## src/rtl/i281_exec_ctrl.sv

```systemverilog
// i281 execution controller: turns front-panel run/step/halt buttons into the
// core's run (clock-enable), stops on a PC breakpoint or an instruction limit,
// and counts executed instructions.
//
// Ports:
//   clock, reset       rising-edge clock, asynchronous active-high reset
//   btn_run/step/halt  asynchronous buttons (synchronized and edge-detected here)
//   clr_cnt            synchronous clear of cycle_count
//   bp_enable, bp_addr PC breakpoint
//   current_pc         PC of the instruction about to execute
//   cycle_limit        max instructions per run, 0 = unlimited
//   run                CPU clock-enable (combinational from registers)
//   state              0=IDLE 1=RUN 2=STEP 3=HALT
//   cycle_count        saturating count of run=1 cycles
//   halted_at_bp       sticky: stopped on breakpoint
//   limit_hit          sticky: stopped on cycle_limit
module i281_exec_ctrl #(
    parameter int unsigned PC_W  = 6,
    parameter int unsigned CNT_W = 16
) (
    input  logic             clock,
    input  logic             reset,
    input  logic             btn_run,
    input  logic             btn_step,
    input  logic             btn_halt,
    input  logic             clr_cnt,
    input  logic             bp_enable,
    input  logic [PC_W-1:0]  bp_addr,
    input  logic [PC_W-1:0]  current_pc,
    input  logic [CNT_W-1:0] cycle_limit,
    output logic             run,
    output logic [1:0]       state,
    output logic [CNT_W-1:0] cycle_count,
    output logic             halted_at_bp,
    output logic             limit_hit
);

    localparam int unsigned NBTN = 3;
    localparam logic [CNT_W-1:0] CNT_MAX = '1;

    typedef enum logic [1:0] {
        ST_IDLE = 2'd0,
        ST_RUN  = 2'd1,
        ST_STEP = 2'd2,
        ST_HALT = 2'd3
    } state_t;

    state_t            state_q, state_d;
    logic [CNT_W-1:0]  cnt_d;
    logic              hab_d, lh_d;
    logic              bp_skip, skip_d;

    logic [NBTN-1:0]   btn_raw, btn_s1, btn_s2, btn_s2_d, btn_p;
    logic              run_p, step_p, halt_p;
    logic              bp_match, lim_match;

    // Button synchronizers and rising-edge detect, bit order {halt, step, run}
    assign btn_raw = {btn_halt, btn_step, btn_run};

    always_ff @(posedge clock or posedge reset) begin
        if (reset) begin
            btn_s1   <= '0;
            btn_s2   <= '0;
            btn_s2_d <= '0;
        end else begin
            btn_s1   <= btn_raw;
            btn_s2   <= btn_s1;
            btn_s2_d <= btn_s2;
        end
    end

    assign btn_p  = btn_s2 & ~btn_s2_d;
    assign run_p  = btn_p[0];
    assign step_p = btn_p[1];
    assign halt_p = btn_p[2];

    // Stop conditions; bp_skip masks the breakpoint for the resumed instruction
    assign bp_match  = bp_enable && (current_pc == bp_addr) && !bp_skip;
    assign lim_match = (cycle_limit != '0) && (cycle_count == cycle_limit);

    assign run   = ((state_q == ST_RUN) && !bp_match && !lim_match) || (state_q == ST_STEP);
    assign state = state_q;

    // State and status registers
    always_ff @(posedge clock or posedge reset) begin
        if (reset) begin
            state_q      <= ST_IDLE;
            cycle_count  <= '0;
            halted_at_bp <= 1'b0;
            limit_hit    <= 1'b0;
            bp_skip      <= 1'b0;
        end else begin
            state_q      <= state_d;
            cycle_count  <= cnt_d;
            halted_at_bp <= hab_d;
            limit_hit    <= lh_d;
            bp_skip      <= skip_d;
        end
    end

    // Next-state, counter and flag logic
    always_comb begin
        state_d = state_q;
        cnt_d   = cycle_count;
        hab_d   = halted_at_bp;
        lh_d    = limit_hit;
        skip_d  = bp_skip;

        if (run) begin
            skip_d = 1'b0;
            if (cycle_count != CNT_MAX) begin
                cnt_d = cycle_count + CNT_W'(1);
            end
        end

        case (state_q)
            ST_IDLE: begin
                if (step_p) begin
                    state_d = ST_STEP;
                end else if (run_p) begin
                    state_d = ST_RUN;
                end
            end
            ST_RUN: begin
                if (halt_p) begin
                    state_d = ST_IDLE;
                end else if (bp_match) begin
                    state_d = ST_HALT;
                    hab_d   = 1'b1;
                end else if (lim_match) begin
                    state_d = ST_HALT;
                    lh_d    = 1'b1;
                end
            end
            ST_STEP: begin
                state_d = ST_IDLE;
            end
            ST_HALT: begin
                if (halt_p) begin
                    state_d = ST_IDLE;
                    hab_d   = 1'b0;
                    lh_d    = 1'b0;
                end else if (step_p) begin
                    state_d = ST_STEP;
                    hab_d   = 1'b0;
                    lh_d    = 1'b0;
                end else if (run_p) begin
                    state_d = ST_RUN;
                    hab_d   = 1'b0;
                    lh_d    = 1'b0;
                    // Resuming after a limit stop starts a fresh budget
                    if (limit_hit) begin
                        cnt_d = '0;
                    end
                    // Resuming from a breakpoint must execute the instruction at bp_addr
                    if (halted_at_bp) begin
                        skip_d = 1'b1;
                    end
                end
            end
            default: begin
                state_d = ST_IDLE;
            end
        endcase

        if (state_d == ST_IDLE) begin
            skip_d = 1'b0;
        end

        if (clr_cnt) begin
            cnt_d = '0;
        end
    end

endmodule

```

## config.mk

```make
export PLATFORM = sky130hd
export DESIGN_NAME = i281_exec_ctrl
export DESIGN_NICKNAME = d
export VERILOG_FILES = /design/src/rtl/i281_exec_ctrl.sv
export SDC_FILE = /design/constraint.sdc
export NUM_CORES = 1
export LEC_CHECK = 0
export CORE_MARGIN = 10
export CORE_UTILIZATION = 47
export DETAILED_ROUTE_END_ITERATION = 7
export PLACE_DENSITY = 0.78
export REMOVE_ABC_BUFFERS = 1
export SLEW_MARGIN = 20
export SYNTH_ARGS = -nofsm -noshare
export SYNTH_HDL_FRONTEND = slang
export SYNTH_SLANG_ARGS = --single-unit
```

## constraint.sdc

```tcl
create_clock -name clock -period 3 [get_ports clock]
set_input_delay 0.75 -clock clock [delete_from_list [all_inputs] [get_ports clock]]
set_output_delay 0.75 -clock clock [all_outputs]
set_load 0.03 [all_outputs]
```

Word-level counts from Yosys, hierarchy flattened
Index checks and enable logic that the tools add are counted. W data, S select, Z words.

Flip-flop bits (word level): 30. Bits of input ports: 35. Output and inout bits: 21. Word-level logic and storage cells: 69.

Add/sub/neg operators: 1. Equal/unequal tests: 11. Muxes and demuxes: 32. Bitwise operators: 2. Reduce and logical (&&, ||, !) cells: 15.

Operator list (count): $mux W16 (8); $add A16 B1 Y16 const B (1); $eq A16 B16 Y1 (1); $ne A16 B16 Y1 const B (1); $reduce_bool A16 Y1 (1); $mux W1 (15); $mux W2 (6); $ne A2 B2 Y1 const B (4); $pmux W2 S4 (1); $eq A6 B6 Y1 (1); $logic_and A1 B1 Y1 (5); $reduce_and A5 Y1 (1); $eq A2 B2 Y1 const B (2); $logic_not A2 Y1 (2); $ne A4 B4 Y1 const B (1); $pmux W1 S2 (2); $reduce_and A4 Y1 (1); $and A3 B3 Y3 (1); $logic_not A1 Y1 (3); $not A3 Y3 (1); $eq A2 B1 Y1 const B (1); $reduce_bool A2 Y1 (1); $logic_or A1 B1 Y1 (1).

Depth between registers and ports, before layout
Depth after elaboration: 14. Gate-level depth with buffers: 7. Depth with buffers taken out: 6.

Worst setup path after synthesis
OpenSTA, ideal clock, no wires.

Path kind: input -> output. Start: in cycle_limit[3]. End: out run. Arrival: 1.962 ns. Data required time: 2.250 ns. Path slack: 0.288 ns. Cell stages on the path: 6. Path buffers: 1. Cell sequence: nor4_1 > nand4_1 > nand3_1 > nor3_2 > buf_2 > nor2_1.

Word-level cells in the longest chain between the ends: 5. Elaborated cells between the ends (all ways): 6. Classes of those cells: eq/ne (1); reduce/logical (5).

RTL lines: from (decl) (RTL line 30) `input logic [CNT_W-1:0] cycle_limit,`; $eq A16 B16 Y1 or $reduce_bool A16 Y1 (tied branches) (RTL line 79) `assign lim_match = (cycle_limit != '0) && (cycle_count == cycle_limit);`; $logic_and A1 B1 Y1 (*) (RTL line 79); $logic_not A1 Y1 (*) (RTL line 81) `assign run = ((state_q == ST_RUN) && !bp_match && !lim_match) || (state_q == ST_STEP);`; $logic_and A1 B1 Y1 (*) (RTL line 81); $logic_or A1 B1 Y1 (*) (RTL line 81); to (decl) (RTL line 31) `output logic run,`.

Every way passes the cells marked *; elsewhere a longest branch is shown, timed or not.

Worst setup path in the final report
Start: in cycle_limit[10]. End: out run.

The elaborated chain is that of the path after synthesis.

==> flow_metrics.env <==
export IMPL_wl_per_cell_um=17.8
export IMPL_cp_required_ps=2250
export IMPL_slew_limit_headroom_pct=58.9
export IMPL_period_needed_ps=2960
export IMPL_die_w_um=82.2
export IMPL_grt_start_max_net_pins=31
export IMPL_firstDrtPassIters=4
export IMPL_mostFrequentLayoutCells="39 x clkdlybuf4s50_1, 30 x dfrtp_1, 22 x buf_4"
export IMPL_grt_pass1_wl_um=9130
export IMPL_drtAntennaViolNets=0
export IMPL_syn_inst=197
export IMPL_clock_sinks=30
export IMPL_cts_htree_levels=2
export IMPL_cts_buffer_depth=2
export IMPL_tightestPinTransition_ps=616
export IMPL_clkTransAtPathRegs_ps=60
export IMPL_vdd_drop_max_mv=0.282
export IMPL_via_per_inst=5.85
export IMPL_cts_buffers=5
export IMPL_gp_congestion=0.968
export IMPL_finalSetupViolations=0
export IMPL_cpLargestDelayFamily="simple AND/OR/NAND/NOR gates"
export IMPL_dp_cells=302
export IMPL_critPathLaunchType="input pin"
export IMPL_cts_root_buf="clkbuf_8"
export IMPL_dp_hpwl_um=4100
export IMPL_clock_latency_ps=270
export IMPL_maxSlewViolCount=0
export IMPL_async_flop_share_pct=100
export IMPL_critical_path_class="in2out"
export IMPL_tritoncts="yes"
export IMPL_ys_ff_latch=30
export IMPL_grt_use_total_pct=17.1
export IMPL_hp_start="btn_s1[0]$_DFF_PP0_"
export IMPL_design_core_area_um2=3690
export IMPL_period_share_pct=98.6
export IMPL_yosys_warnings=0
export IMPL_ios=56
export IMPL_dieArea_um2=6760
export IMPL_vias=1884
export IMPL_drt_initial_drc_count=152
export IMPL_cp_num_buf_inv=2
export IMPL_layout_commonest_cell="clkdlybuf4s50_1"
export IMPL_skew_ps=4.63
export IMPL_antenna_found_initial=0
export IMPL_fmax_mhz=338
export IMPL_r2r_start="cycle_count[5]$_DFF_PP0_"
export IMPL_instances_no_fill=322
export IMPL_overflow=0
export IMPL_finalPower_mw=1.42
export IMPL_die_y_um=82.2
export IMPL_wl_um=5740
export IMPL_fillers=289
export IMPL_crit_chain="clkdlybuf4s50_1, nor4_1, nand4_1, nand3_1, nor3_2, nor2_2, buf_12"
export IMPL_p_leak_nw=1.18
export IMPL_fin_hold_ws_ps=350
export IMPL_area_growth_pct=49.4
export IMPL_outcome="completed"
export IMPL_fin_util_pct=73.7
export IMPL_final_hold_viol_count=0
export IMPL_num_rows=22
export IMPL_arrival_ps=2210
export IMPL_synth_avg_cell_area_um2=9.23
export IMPL_synth_seq_area_share_pct=41.3
export IMPL_ys_flop_type="dfrtp_1"
export IMPL_drcViolationCount=0
export IMPL_crit_path_max_incr_delay_ps=440
export IMPL_slowest_stage="clkdlybuf4s50_1"
export IMPL_p_per_area_nw_per_um2=522
export IMPL_synth_area_um2=1820
export IMPL_drive_above_1_share_pct=15.7
export IMPL_cp_end_kind="output pin"
export IMPL_port_buffers=55
export IMPL_path_max_fanout=2
export IMPL_cap_violations=0
export IMPL_synth_edff_count=0
export IMPL_ys_types=45
export IMPL_layout_nets=310
export IMPL_grt_pass1_vias=1862
export IMPL_min_path_type="reg2reg"
export IMPL_startpoint="cycle_limit[10]"
export IMPL_antenna_cells=0
export IMPL_rsz0062_at_grt="yes"
export IMPL_initial_core_util_pct=49.3
[flip-flops by register name (all words and copies together) (netlist names)]
| signal | count |
|---|---|
| cycle_count | 16 |
| btn_s1 | 3 |
| btn_s2 | 3 |
| btn_s2_d | 3 |
| state | 2 |
| bp_skip | 1 |
| halted_at_bp | 1 |
| limit_hit | 1 |
[final cells by class]
type                       instances  area, um2  area share (%)
clock inverter                     2       10.0           0.368
clock buffer                       5       68.8            2.53
inverter                           5       18.8           0.690
tap                               48       60.1            2.21
sequential                        30        751            27.6
multi-input combinational        155       1070            39.3
timing repair buffer              77        741            27.2
[stage by stage]
step / setup WS, ps / TNS [ps] / cell area (um2)
final: 42.0 / 0 / 2720
after global routing: -54.9 / -105 / 2720
after floorplan: -128 / -128 / 1790
after global placement: -89.9 / -89.9 / 2480
after detailed placement: -106 / -106 / 2480
after CTS: 3.00 / 0 / 2640
[per-layer routing]
layer	vias to the layer above	wire length (um)	global-route usage, %
met2	80	2690	26.8
li1	903	-	-
met4	0	76	5.44
met5	-	0	0
met3	8	547	6.59
met1	893	2430	21.3
[Yosys cell counts, drive strengths merged, types with 6 or more instances]
master  instances  area, um2
nand4           6       37.5
nand2          16       60.1
nand3           8       45.0
nor4           10       75.1
nor3            9       50.1
xor2           18        158
a21oi          13       65.1
or4             7       52.6
dfrtp          30        751
o21ai          12       60.1
or3             9       56.3
[path summary, 6_finish.rpt]
kind                                                 end  slack (ps)  depth (start not counted)
worst max-delay path                                 run          40                          7
worst min-delay path                 btn_s2[0]$_DFF_PP0_         350                          0
worst max register to register         bp_skip$_DFF_PP0_         450                         14
worst min register to register       btn_s2[0]$_DFF_PP0_         350                          0
max in group asynchronous       cycle_count[5]$_DFF_PP0_        1870                          3
min in group asynchronous            btn_s1[0]$_DFF_PP0_         850                          3
[report_power, final]
group          leakage, nW  internal [mW]  switching, mW
Clock               0.0438          0.155          0.146
Sequential           0.388          0.441         0.0458
Combinational        0.748          0.275          0.355
[cells by family after synthesis]
kind of cell / Yosys count / share of synthesized area [%]
AOI/OAI and AO/OA: 47 / 16.8
xor gates and xnor gates: 23 / 11.1
adders and majority gates: 1 / 0.688
buffers and inverters: 12 / 2.61
DFF: 30 / 41.3
and+or+nand+nor: 84 / 27.6
[timing repair]
| item | CTS | global route |
|---|---|---|
| pin swaps | 6 | 8 |
| endpoints found under the setup margin | 1 | 2 |
| resized for setup | 9 | 14 |
| setup buffers | 10 | 3 |
| hold buffers | 0 | 0 |
Note: power is estimated with default switching activity, not from simulation.
